<file path="config.mk">
export PLATFORM = sky130hd
export DESIGN_NAME = cpu_control_fsm_flat
export DESIGN_NICKNAME = d
export VERILOG_FILES = /design/src/rtl/cpu_ctrl_pkg.sv /design/src/rtl/cpu_control_fsm_if.sv /design/src/rtl/ctrl_decode.sv /design/src/rtl/cpu_control_fsm.sv /design/src/flat_wrapper.sv
export SDC_FILE = /design/constraint.sdc
export NUM_CORES = 1
export LEC_CHECK = 0
export ABC_AREA = 1
export BUFFER_PORTS_ARGS = -buffer_cell sky130_fd_sc_hd__buf_4
export CAP_MARGIN = 20
export CORE_MARGIN = 4
export CORE_UTILIZATION = 55
export CTS_CLUSTER_DIAMETER = 50
export DETAILED_ROUTE_END_ITERATION = 16
export PLACE_DENSITY_LB_ADDON = 0.05
export RECOVER_POWER = 50
export SLEW_MARGIN = 0
export SYNTH_ARGS = -nofsm -noshare
export SYNTH_HDL_FRONTEND = slang
export SYNTH_SLANG_ARGS = --single-unit
</file>
<file path="constraint.sdc">
create_clock -name clk -period 2.1 [get_ports clk]
set_clock_uncertainty 0.2 [all_clocks]
set_input_delay 0.42 -clock clk [delete_from_list [all_inputs] [get_ports clk]]
set_output_delay 0.42 -clock clk [all_outputs]
set_load 0.03 [all_outputs]
</file>
<file path="src/rtl/cpu_ctrl_pkg.sv">
// Shared encodings for the RV32I multi-cycle control sequencer and the
// datapath muxes it steers.
package cpu_ctrl_pkg;

  typedef enum logic [2:0] {
    S_IDLE, S_FETCH, S_DECODE, S_EXECUTE, S_MEM, S_WB, S_TRAP
  } state_t;

  typedef enum logic [3:0] {
    C_R, C_I, C_LOAD, C_STORE, C_BRANCH, C_JAL, C_JALR, C_LUI, C_AUIPC
  } iclass_t;

  localparam logic [6:0] OPC_R      = 7'b0110011;
  localparam logic [6:0] OPC_I      = 7'b0010011;
  localparam logic [6:0] OPC_LOAD   = 7'b0000011;
  localparam logic [6:0] OPC_STORE  = 7'b0100011;
  localparam logic [6:0] OPC_BRANCH = 7'b1100011;
  localparam logic [6:0] OPC_JAL    = 7'b1101111;
  localparam logic [6:0] OPC_JALR   = 7'b1100111;
  localparam logic [6:0] OPC_LUI    = 7'b0110111;
  localparam logic [6:0] OPC_AUIPC  = 7'b0010111;

  localparam logic [1:0] PC_PLUS4 = 2'd0, PC_IMM  = 2'd1, PC_ALU   = 2'd2;
  localparam logic [1:0] A_RS1    = 2'd0, A_PC    = 2'd1, A_ZERO   = 2'd2;
  localparam logic [1:0] B_RS2    = 2'd0, B_IMM   = 2'd1;
  localparam logic [1:0] OP_ADD   = 2'd0, OP_CMP  = 2'd1, OP_FUNC  = 2'd2;
  localparam logic [1:0] WB_ALU   = 2'd0, WB_MEM  = 2'd1, WB_PC4   = 2'd2;
  localparam logic [1:0] TC_NONE  = 2'd0, TC_ILLEGAL = 2'd1, TC_TIMEOUT = 2'd2;

endpackage

</file>
<file path="src/rtl/cpu_control_fsm_if.sv">
// Unified memory port handshake between the sequencer and the memory.
interface cpu_control_fsm_if;
  logic mem_req;
  logic mem_we;
  logic mem_addr_sel;
  logic mem_ready;

  modport master (output mem_req, mem_we, mem_addr_sel, input mem_ready);
  modport slave  (input mem_req, mem_we, mem_addr_sel, output mem_ready);
endinterface

</file>
<file path="src/rtl/ctrl_decode.sv">
// Opcode classifier: maps IR[6:0] to an instruction class plus illegal flag.
module ctrl_decode
  import cpu_ctrl_pkg::*;
(
  input  logic [6:0] opcode,
  output iclass_t    cls,
  output logic       illegal
);
  // Pure lookup; unknown opcodes flag illegal and report class R.
  always_comb begin
    cls     = C_R;
    illegal = 1'b0;
    case (opcode)
      OPC_R:      cls = C_R;
      OPC_I:      cls = C_I;
      OPC_LOAD:   cls = C_LOAD;
      OPC_STORE:  cls = C_STORE;
      OPC_BRANCH: cls = C_BRANCH;
      OPC_JAL:    cls = C_JAL;
      OPC_JALR:   cls = C_JALR;
      OPC_LUI:    cls = C_LUI;
      OPC_AUIPC:  cls = C_AUIPC;
      default:    illegal = 1'b1;
    endcase
  end
endmodule

</file>
<file path="src/rtl/cpu_control_fsm.sv">
// RV32I multi-cycle control sequencer with retired-instruction counter.
// Optional memory-wait watchdog enabled by defining CTRL_TIMEOUT_EN.
module cpu_control_fsm
  import cpu_ctrl_pkg::*;
#(
  parameter int unsigned TIMEOUT_CYCLES = 255
) (
  input  logic                      clk,
  input  logic                      rst_n,
  input  logic [6:0]                opcode,
  input  logic                      branch_taken,
  cpu_control_fsm_if.master         mem,
  output logic                      ir_we,
  output logic                      pc_we,
  output logic                      alu_out_we,
  output logic                      rf_we,
  output logic [1:0]                pc_sel,
  output logic [1:0]                alu_src_a,
  output logic [1:0]                alu_src_b,
  output logic [1:0]                alu_op,
  output logic [1:0]                wb_sel,
  output logic                      halted,
  output logic [1:0]                trap_cause,
  output logic [31:0]               instret
);

  state_t  state, nxt;
  iclass_t cls_q, dec_cls;
  logic    dec_ill;
  logic [1:0] trap_q;
  logic    retire;
  logic    tmo;

  ctrl_decode u_dec (.opcode(opcode), .cls(dec_cls), .illegal(dec_ill));

`ifdef CTRL_TIMEOUT_EN
  localparam int CNT_W = ($clog2(TIMEOUT_CYCLES + 1) > 8) ? $clog2(TIMEOUT_CYCLES + 1) : 8;
  logic [CNT_W-1:0] wait_cnt;
  logic in_mem;
  assign in_mem = (state == S_FETCH) || (state == S_MEM);

  // Count stalled memory cycles; a completed or absent request clears it,
  // so every new request starts from zero.
  always_ff @(posedge clk or negedge rst_n)
    if (!rst_n)                      wait_cnt <= '0;
    else if (in_mem && !mem.mem_ready) wait_cnt <= wait_cnt + 1'b1;
    else                             wait_cnt <= '0;

  assign tmo = in_mem && !mem.mem_ready && (wait_cnt == CNT_W'(TIMEOUT_CYCLES - 1));
`else
  assign tmo = 1'b0;
`endif

  // State, latched class, sticky trap cause and retire counter.
  always_ff @(posedge clk or negedge rst_n)
    if (!rst_n) begin
      state   <= S_IDLE;
      cls_q   <= C_R;
      trap_q  <= TC_NONE;
      instret <= '0;
    end else begin
      state <= nxt;
      if (state == S_DECODE) cls_q <= dec_cls;
      if (nxt == S_TRAP && state != S_TRAP)
        trap_q <= (state == S_DECODE) ? TC_ILLEGAL : TC_TIMEOUT;
      if (retire) instret <= instret + 32'd1;
    end

  // Next state and per-state datapath strobes/selects.
  always_comb begin
    nxt              = state;
    retire           = 1'b0;
    mem.mem_req      = 1'b0;
    mem.mem_we       = 1'b0;
    mem.mem_addr_sel = 1'b0;
    ir_we            = 1'b0;
    pc_we            = 1'b0;
    alu_out_we       = 1'b0;
    rf_we            = 1'b0;
    pc_sel           = PC_PLUS4;
    alu_src_a        = A_RS1;
    alu_src_b        = B_RS2;
    alu_op           = OP_ADD;
    wb_sel           = WB_ALU;
    case (state)
      S_IDLE: nxt = S_FETCH;
      S_FETCH: begin
        mem.mem_req = 1'b1;
        if (mem.mem_ready) begin
          ir_we = 1'b1;
          nxt   = S_DECODE;
        end else if (tmo) nxt = S_TRAP;
      end
      S_DECODE: nxt = dec_ill ? S_TRAP : S_EXECUTE;
      S_EXECUTE: begin
        alu_out_we = 1'b1;
        nxt        = S_WB;
        case (cls_q)
          C_R:     alu_op = OP_FUNC;
          C_I:     begin alu_src_b = B_IMM; alu_op = OP_FUNC; end
          C_LOAD, C_STORE: begin alu_src_b = B_IMM; nxt = S_MEM; end
          C_LUI:   begin alu_src_a = A_ZERO; alu_src_b = B_IMM; end
          C_AUIPC, C_JAL: begin alu_src_a = A_PC; alu_src_b = B_IMM; end
          C_JALR:  alu_src_b = B_IMM;
          C_BRANCH: begin
            alu_op = OP_CMP;
            pc_we  = 1'b1;
            pc_sel = branch_taken ? PC_IMM : PC_PLUS4;
            retire = 1'b1;
            nxt    = S_FETCH;
          end
          default: ;
        endcase
      end
      S_MEM: begin
        mem.mem_req      = 1'b1;
        mem.mem_addr_sel = 1'b1;
        mem.mem_we       = (cls_q == C_STORE);
        if (mem.mem_ready) begin
          if (cls_q == C_STORE) begin
            pc_we  = 1'b1;
            retire = 1'b1;
            nxt    = S_FETCH;
          end else nxt = S_WB;
        end else if (tmo) nxt = S_TRAP;
      end
      S_WB: begin
        rf_we  = 1'b1;
        pc_we  = 1'b1;
        retire = 1'b1;
        nxt    = S_FETCH;
        if (cls_q == C_LOAD) wb_sel = WB_MEM;
        if (cls_q == C_JAL || cls_q == C_JALR) begin
          wb_sel = WB_PC4;
          pc_sel = PC_ALU;
        end
      end
      S_TRAP: nxt = S_TRAP;
      default: nxt = S_IDLE;
    endcase
  end

  assign halted     = (state == S_TRAP);
  assign trap_cause = trap_q;

endmodule

</file>
<file path="src/flat_wrapper.sv">
// flat-port wrapper written by rule: the top's interface ports become plain ports
module cpu_control_fsm_flat import cpu_ctrl_pkg::*;
#(
  parameter int unsigned TIMEOUT_CYCLES = 255
)
  (clk, rst_n, opcode, branch_taken, ir_we, pc_we, alu_out_we, rf_we, pc_sel, alu_src_a, alu_src_b, alu_op, wb_sel, halted, trap_cause, instret, mem_mem_req, mem_mem_we, mem_mem_addr_sel, mem_mem_ready);
  cpu_control_fsm_if mem_i ();
  input  logic clk;
  input  logic rst_n;
  input  logic [6:0] opcode;
  input  logic branch_taken;
  output logic ir_we;
  output logic pc_we;
  output logic alu_out_we;
  output logic rf_we;
  output logic [1:0] pc_sel;
  output logic [1:0] alu_src_a;
  output logic [1:0] alu_src_b;
  output logic [1:0] alu_op;
  output logic [1:0] wb_sel;
  output logic halted;
  output logic [1:0] trap_cause;
  output logic [31:0] instret;
  output wire logic [$bits(mem_i.mem_req)-1:0] mem_mem_req;
  output wire logic [$bits(mem_i.mem_we)-1:0] mem_mem_we;
  output wire logic [$bits(mem_i.mem_addr_sel)-1:0] mem_mem_addr_sel;
  input wire logic [$bits(mem_i.mem_ready)-1:0] mem_mem_ready;
  assign mem_mem_req = mem_i.mem_req;
  assign mem_mem_we = mem_i.mem_we;
  assign mem_mem_addr_sel = mem_i.mem_addr_sel;
  assign mem_i.mem_ready = mem_mem_ready;
  cpu_control_fsm #(.TIMEOUT_CYCLES(TIMEOUT_CYCLES)) u_core (.clk(clk), .rst_n(rst_n), .opcode(opcode), .branch_taken(branch_taken), .mem(mem_i), .ir_we(ir_we), .pc_we(pc_we), .alu_out_we(alu_out_we), .rf_we(rf_we), .pc_sel(pc_sel), .alu_src_a(alu_src_a), .alu_src_b(alu_src_b), .alu_op(alu_op), .wb_sel(wb_sel), .halted(halted), .trap_cause(trap_cause), .instret(instret));
endmodule
</file>
==> results, run 1 <==
- Yosys printed 0 warnings.
- The final antenna diode count is 0.
- The initial antenna violation count is 0.
- The depth of the worst register-to-register path is 8.
- The part of the power in combinational logic is 45.3%.
- The mean instance size in the synthesized netlist is 6.44 um2.
- After floorplanning, the core was divided into 25 placement rows.
- In this run the most critical hold path is launched from opcode[5].
- The number of violations of the max-capacitance limit is 0.
- The switching component of the power is 1370 uW.
- On the worst path, the slowest cell contributes a delay of 0.44 ns.
- For this run, the post-layout net count is about 530.
- The area overhead of the layout relative to synthesis is 26.6%.
- The path class of the tightest hold or removal check is primary input to flip-flop.
- The launch point of the worst path is u_core.state[0].
- The number of buffers and inverters on the critical path is 3.
- The filler cell count is 447.
- For this design the ratio of total power to cell area is between 800 and 900 nW/um2.
- The worst slack at placement is 0.264 ns.
- In this run, synthesis produced a sequential element count of 41.
- For the pin with the worst max-slew slack, the measured transition is roughly 1.0 ns.
- The worst reg2reg path endpoint is u_core.instret[5].
- The post-synthesis net count is 454.
- The CTS root buffer is sky130_fd_sc_hd__clkbuf_8.
- Setup repair after global routing could not meet its margin everywhere.
- The tightest hold path in the finished design has a slack of 0.271 ns.
- The synthesized instance count is about 440.
- By area the synthesized netlist is led by sky130_fd_sc_hd__dfrtp_1, sky130_fd_sc_hd__nand2_1, sky130_fd_sc_hd__nor2_1.
- The final setup TNS is 0 ns.
- The proportion of layout cells with a drive suffix above 1 is 20.7%.
- After clock tree synthesis, the clock-pin slew on the worst setup and hold paths is 0.07 ns.
- The clock network power share is 20.8%.
- Dividing the detail-routed via count by the number of cells gives 5.19.
- The top cell types in the final layout, fill and taps aside, are sky130_fd_sc_hd__nand2_1, sky130_fd_sc_hd__nor2_1, sky130_fd_sc_hd__buf_4.
- In this run the static leakage power is between 0.0015 and 0.002 uW.
- The die is 79.9 um tall.
- The overall fraction of global-route tracks in use is 25.7%.
- The die covers 6390 um2.
- The category of the worst setup path capture point is an output pin.
- By startpoint and endpoint, the worst setup path is classified as flip-flop to output pin.
- The width of the chip is 79.9 um.
- The nature of the critical path startpoint is a flip-flop.
- After synthesis the cells add up to 2850 um2.
- The area of the core is roughly 4900 um2.
- The worst-case IR drop observed on VDD is between 500 and 600 uV.
- In this run the worst path has a maximum fanout of 7.
- The post-route standard cell area excluding fillers is between 3000 and 4000 um2.
- The net switching share of the total power is 42.9%.
- During placement, the flow inserted port buffers numbering 61.
- The via count of the first global-routing pass is around 2700.
- The relative max-transition margin is 31.6%.
- The length of the first detailed-routing pass in iterations is 5.
- The number of design-rule violations left by the first detailed-router iteration is 206.
- Once routing completed, OpenROAD measured the worst setup slack at 0.0226 ns.
- The maximum operating frequency is 0.481 GHz.
- On the critical path, the stage with the largest delay is an instance of sky130_fd_sc_hd__dfrtp_2.
- Sequential cells were found to cover about 36% of the synthesized design area.
- Synthesis instantiated 28 different standard cells from the library.
- The footprint of the multi-input gates is 1690 um2.
- Broken down by cell family, the worst path's largest delay share belongs to flip-flops.
- The routed wirelength normalized by instance count is 13.2 um.
- The final route contains 3053 vias.
- The total overflow reported by the global router is 0.
- The detailed-placement wirelength estimate is 5830 um.
- TritonCTS built the clock tree.
- The signal on the critical path passes through inv_2, nor3_4, inv_2, nor4_2, buf_4.
- After detailed placement, the total cell area comes to ~3400 um2.
- The power share of the sequential group is 33.8%.
- The total of endpoints with negative setup slack in the final report is 0.
- The worst register-to-register path begins at u_core.state[1].
- The first-pass GRT wire length is ~13000 um.
- The data required time of the worst path is 1.48 ns.
- After synthesis, the largest area contributor takes up 36.0% of total cell area.
- In this run the deepest clock path goes through 2 buffers.
- The run finished with clean final reports.
- The library cell appearing most often on the critical path is sky130_fd_sc_hd__inv_2.
- For this configuration, the core starts out at a cell density of 58.3%.
- The ratio of final minimum period to clock period is 98.9%.
- The library cell used most frequently in the layout, excluding fill and tap cells, is sky130_fd_sc_hd__nand2_1.
- The worst path in the final design needs a cycle of ~2.1 ns, including I/O delays and setup.
- CTS built an H-tree with a depth of 2.
- The internal power of the cells totals 1820 uW.
- The end of the worst hold path is u_core.cls_q[3].
- The clock drives 41 sinks.
- The maximum number of pins on one net before global-route repair is 42.
- The number of hold violations in the final report is 0.
- The max-slew violation count is 0.
- The number of CTS-inserted buffers is 5.
- The synthesized design spends more area on one cell type than any other, namely sky130_fd_sc_hd__dfrtp_1.
- In this run the register-to-register setup slack is about 0.23 ns.
- Across the whole layout, storage elements account for 1030 um2.
- At the end of routability-driven placement, the weighted congestion stood at ~0.94.
- The routed wire length is 7770 um.
- The design draws ~3200 uW.
- Once detail routing completed, the nets flagged for antenna violations numbered 0.
- The cell depth of the worst hold path is 4.
- The residual DRC count is 0.
- Data on the critical path arrives at its endpoint at ~1.5 ns.
- 63 I/O pins were placed.
- The clock latency at the later pin of the worst-skew pair is 0.30 ns.
==> what timing repair did <==
item	CTS	global route
setup endpoints to repair	2	5
buffers inserted	0	10
hold buffers	1	0
endpoints found under the hold margin	41	0
resized for setup	7	17
pin swaps	0	10
==> kinds of logic (layout without fill, tap and decap cells) <==
group | count (synthesis) | in the layout | share of synthesized area, %
buffers and inverters | 42 | 121 | 6.68
AND/OR/NAND/NOR | 318 | 318 | 46.5
adder cells (fa/ha/maj) | 1 | 1 | 0.439
flip-flops | 41 | 41 | 36.0
XOR/XNOR | 13 | 13 | 5.32
AO/OA/AOI/OAI | 26 | 26 | 4.83
other | 1 | 1 | 0.132
==> power groups by stage <==
| stage | combinational (uW) | sequential, uW | clock (uW) |
|---|---|---|---|
| 3_3_place_gp | 1230 | 1050 | 0 |
| 5_1_grt | 1570 | 1090 | 710 |
| 6_report | 1440 | 1080 | 663 |
| 3_5_place_dp | 1260 | 1060 | 0 |
| 4_1_cts | 1290 | 1060 | 677 |
| 2_1_floorplan | 774 | 1140 | 0 |
==> worst min-delay path, stage by stage <==
cell and delay (ns):
sky130_fd_sc_hd__buf_4 0.11, sky130_fd_sc_hd__nor2_1 0.06, sky130_fd_sc_hd__nand3_1 0.07, sky130_fd_sc_hd__o21ai_0 0.07
==> per-layer routing <==
| metal | GRT usage [%] | part of all wire [%] | up-vias |
|---|---|---|---|
| met5 | 0 | 0 | - |
| met4 | 6.08 | 1.3 | 0 |
| met3 | 4.40 | 6.2 | 10 |
| met2 | 41.1 | 47 | 109 |
| met1 | 36.1 | 45 | 1415 |
| li1 | - | - | 1519 |
==> metrics by stage <==
step	utilization, %	std cells
2_1_floorplan	-	442
3_3_place_gp	69.5	569
3_5_place_dp	69.5	569
4_1_cts	72.5	578
5_1_grt	73.9	588
6_report	73.9	588
==> Yosys cell counts (all sizes together) <==
library cell / number
a21oi: 5
o31ai: 1
nor4: 3
nand2: 205
nand4: 1
ha: 1
conb: 1
buf: 7
xor2: 4
nand3b: 16
nor3: 6
nor2: 78
o21ai: 18
dfrtp: 41
o211ai: 2
inv: 35
xnor2: 9
nand3: 9
==> registers in the layout, summed over array words and instances (netlist names) <==
name,cells
u_core.trap_cause,2
u_core.instret,32
u_core.state,3
u_core.cls_q,4
==> final cells by class <==
cell class	count	share of cell area, %
multi-input combinational	359	47.0
tap	67	2.33
clock buffer	7	2.39
sequential	41	28.6
inverter	35	3.71
clock inverter	1	0.833
timing repair buffer	78	15.1
==> worst max-delay path by stage <==
stage / depth (start not counted) / endpoint / slack, ns
after floorplan: 5 / wb_sel[0] / -0.22
after global placement: 7 / pc_we / 0.31
after detailed placement: 7 / pc_we / 0.26
after CTS: 7 / pc_we / 0.01
after global routing: 5 / wb_sel[0] / -0.05
final: 5 / wb_sel[0] / 0.02
(Power assumes the default switching activity.)
==> run 2, diff against run 1 <==
--- a/config.mk
+++ b/config.mk
@@ -12,7 +12,7 @@
 export CORE_UTILIZATION = 55
 export CTS_CLUSTER_DIAMETER = 50
 export DETAILED_ROUTE_END_ITERATION = 16
-export PLACE_DENSITY_LB_ADDON = 0.05
+export PLACE_DENSITY_LB_ADDON = 0.08
 export RECOVER_POWER = 50
 export SLEW_MARGIN = 0
 export SYNTH_ARGS = -nofsm -noshare
==> run 2 against run 1 <==
Compared with the run above: critical path depth up 1; clock-buffer cell count up 1; global-route usage down 0.49 points; die area unchanged; largest cell class unchanged; largest power group unchanged.
==> results, run 2 (same netlist as run 1, synthesis figures left out) <==
- The total power density per cell area is 828 nW/um2 (-6.2%).
- Relative to the synthesized area, the layout overhead comes to 25.2%.
- The proportion of layout cells with a drive suffix above 1 is 20.9% (+0.20 points).
- The overall fraction of global-route tracks in use is 25.2% (-0.49 points).
- The worst slack at placement is 0.242 ns (-0.0219 ns).
- The I/O pin count came to 63 (unchanged).
- The run finished with clean final reports.
- The final setup TNS is 0 ns (unchanged).
- The number of rows created at floorplan is 25 (unchanged).
- The final instance count without filler cells is 583 (-0.85%).
- The floorplan die height was 79.9 um (unchanged).
- The total power is 2950 uW (-7.3%).
- The die footprint came to 6390 um2 (unchanged).
- The number of CTS-inserted buffers is 5 (unchanged).
- The clock latency at the later pin of the worst-skew pair is 0.29 ns (about the same).
- In the final layout, the registers with the most flip-flops are u_core.instret (32), u_core.cls_q (4), u_core.state (3).
- The length of the first detailed-routing pass in iterations was 5 (unchanged).
- The residual DRC count is 0 (unchanged).
- The most common library cell in the layout ignoring fill and taps is sky130_fd_sc_hd__nand2_1.
- The initial antenna violation count is 0 (unchanged).
- The nature of the critical path startpoint is a flip-flop.
- The width of the chip is 79.9 um (unchanged).
- The maximum vdd ir drop was 543 uV (-0.82%).
- The transition time at the pin with the least slew margin is 0.528 ns (-0.498 ns).
- The detailed-placement wirelength estimate was 5820 um (about the same).
- The total overflow reported by the global router is 0 (unchanged).
- The deepest clock path buffer count is 2 (unchanged).
- The worst setup path is captured at an output pin.
- The ratio of final minimum period to clock period is 99.2% (+0.23 points).
- The routed wirelength normalized by instance count was 13.3 um (+0.86%).
- The total of buffers placed on input and output ports is 61 (unchanged).
- The worst endpoint data arrival time is 1.46 ns (about the same).
- The relative max-transition margin is 64.8% (+33 points).
- The TritonCTS clock tree is built.
- The worst setup path is of the flip-flop to output pin kind.
- The maximum operating frequency came to 0.480 GHz (-0.23%).
- The final net count was 527 (-0.94%).
- The maximum number of pins on one net before global-route repair came to 42 (unchanged).
- The data required time of the worst path is 1.48 ns (about the same).
- The total of endpoints with negative setup slack in the final report came to 0 (unchanged).
- The flip-flop count of the largest register, all copies and words added is 32 (unchanged).
- The number of hold violations in the final report is 0 (unchanged).
- The maximum fanout along the worst path is 4 (-3).
- The cell leakage power was 0.00179 uW (+1.0%).
- The average vias per placed instance came to 5.16 (-0.63%).
- The area of the core was 4880 um2 (unchanged).
- The post-placement cell count came to 567 (-0.35%).
- The max-slew violation count came to 0 (unchanged).
- Setup repair after global routing could not meet its margin everywhere.
- The CTS root buffer is sky130_fd_sc_hd__clkbuf_8.
- The largest register by flop count is u_core.instret.
- The clock-pin slew on the worst setup and hold paths was 0.07 ns (about the same).
- The worst setup margin is 0.0178 ns (-0.00480 ns).
- The weighted congestion at the end of routability-driven global placement was 0.964 (+2.3%).
- The remaining antenna violation count after routing is 0 (unchanged).
- The total number of vias was 3008 (-1.5%).
- The via count of the first global-routing pass came to 2784 (+1.4%).
- The deepest level of the CTS H-tree came to 2 (unchanged).
- The first-pass GRT wire length came to 12600 um (-2.3%).
- The type of the most critical hold path is primary input to flip-flop.
- The final antenna diode count came to 0 (unchanged).
- The effective utilization at floorplan is 58.3% (unchanged).
- The routed wire length is 7770 um (unchanged).
- The sink count of the clock tree is 41 (unchanged).
- The number of design-rule violations left by the first detailed-router iteration was 173 (-16%).
- The number of violations of the max-capacitance limit is 0 (unchanged).
- In the layout the commonest cells are sky130_fd_sc_hd__nand2_1, sky130_fd_sc_hd__nor2_1, sky130_fd_sc_hd__buf_4.
- The clock period minus worst slack is 2.08 ns (+0.00480 ns).
-- run 2: layout make-up --
cell class / count / area, um2
clock buffers: 8 / 80.1
fillers: 435 / 1320
inverters: 35 / 131
multi-input cells: 359 / 1670
flip-flops and latches: 41 / 1030
well taps: 67 / 83.8
repair buffers: 73 / 567
-- run 2: through the flow --
stage,hold slack (ns),instance area (um2),utilization [%]
2_1_floorplan,-0.0756,2860,-
3_3_place_gp,0.228,3390,69.5
3_5_place_dp,0.237,3390,69.5
4_1_cts,0.267,3520,72.2
5_1_grt,0.285,3560,73.1
6_report,0.274,3560,73.1
-- run 2: power by group --
group / total, uW / switching (uW) / internal [uW]
registers: 1060 / 164 / 898
logic: 1390 / 889 / 498
clock network: 503 / 266 / 236
total: 2950 / 1320 / 1630
-- run 2: what timing repair did --
item,in CTS,in global routing
setup endpoints to repair,2,5
endpoints found under the hold margin,41,0
gates resized for setup,4,8
hold buffers,1,0
pin swaps,1,0
setup buffers,5,2
-- run 2: critical path: stages (launching register included) --
cell                      delay, ns
sky130_fd_sc_hd__dfrtp_1       0.43
sky130_fd_sc_hd__nor2_2        0.18
sky130_fd_sc_hd__nand2_1       0.14
sky130_fd_sc_hd__inv_1         0.11
sky130_fd_sc_hd__nand2_1       0.05
sky130_fd_sc_hd__nor2_1        0.09
sky130_fd_sc_hd__buf_4         0.17
-- run 2: final timing paths --
check | depth (start not counted) | slack (ns) | from | endpoint
setup / recovery | 6 | 0.02 | u_core.cls_q[3] | pc_sel[0]
hold / removal | 3 | 0.27 | mem_mem_ready | u_core.state[1]
setup reg to reg | 11 | 0.15 | u_core.cls_q[2] | u_core.instret[16]
hold reg to reg | 2 | 0.28 | u_core.trap_cause[1] | u_core.trap_cause[1]
max in group asynchronous | 2 | 0.87 | rst_n | u_core.state[0]
min in group asynchronous | 2 | 0.44 | rst_n | u_core.instret[18]
-- run 2: layer usage --
metal / up-vias / wire (um) / track usage [%]
met3: 15 / 531 / 5.76
met1: 1374 / 3460 / 33.7
met2: 104 / 3640 / 40.3
met4: 0 / 130 / 7.94
li1: 1515 / - / -
met5: - / 0 / 0
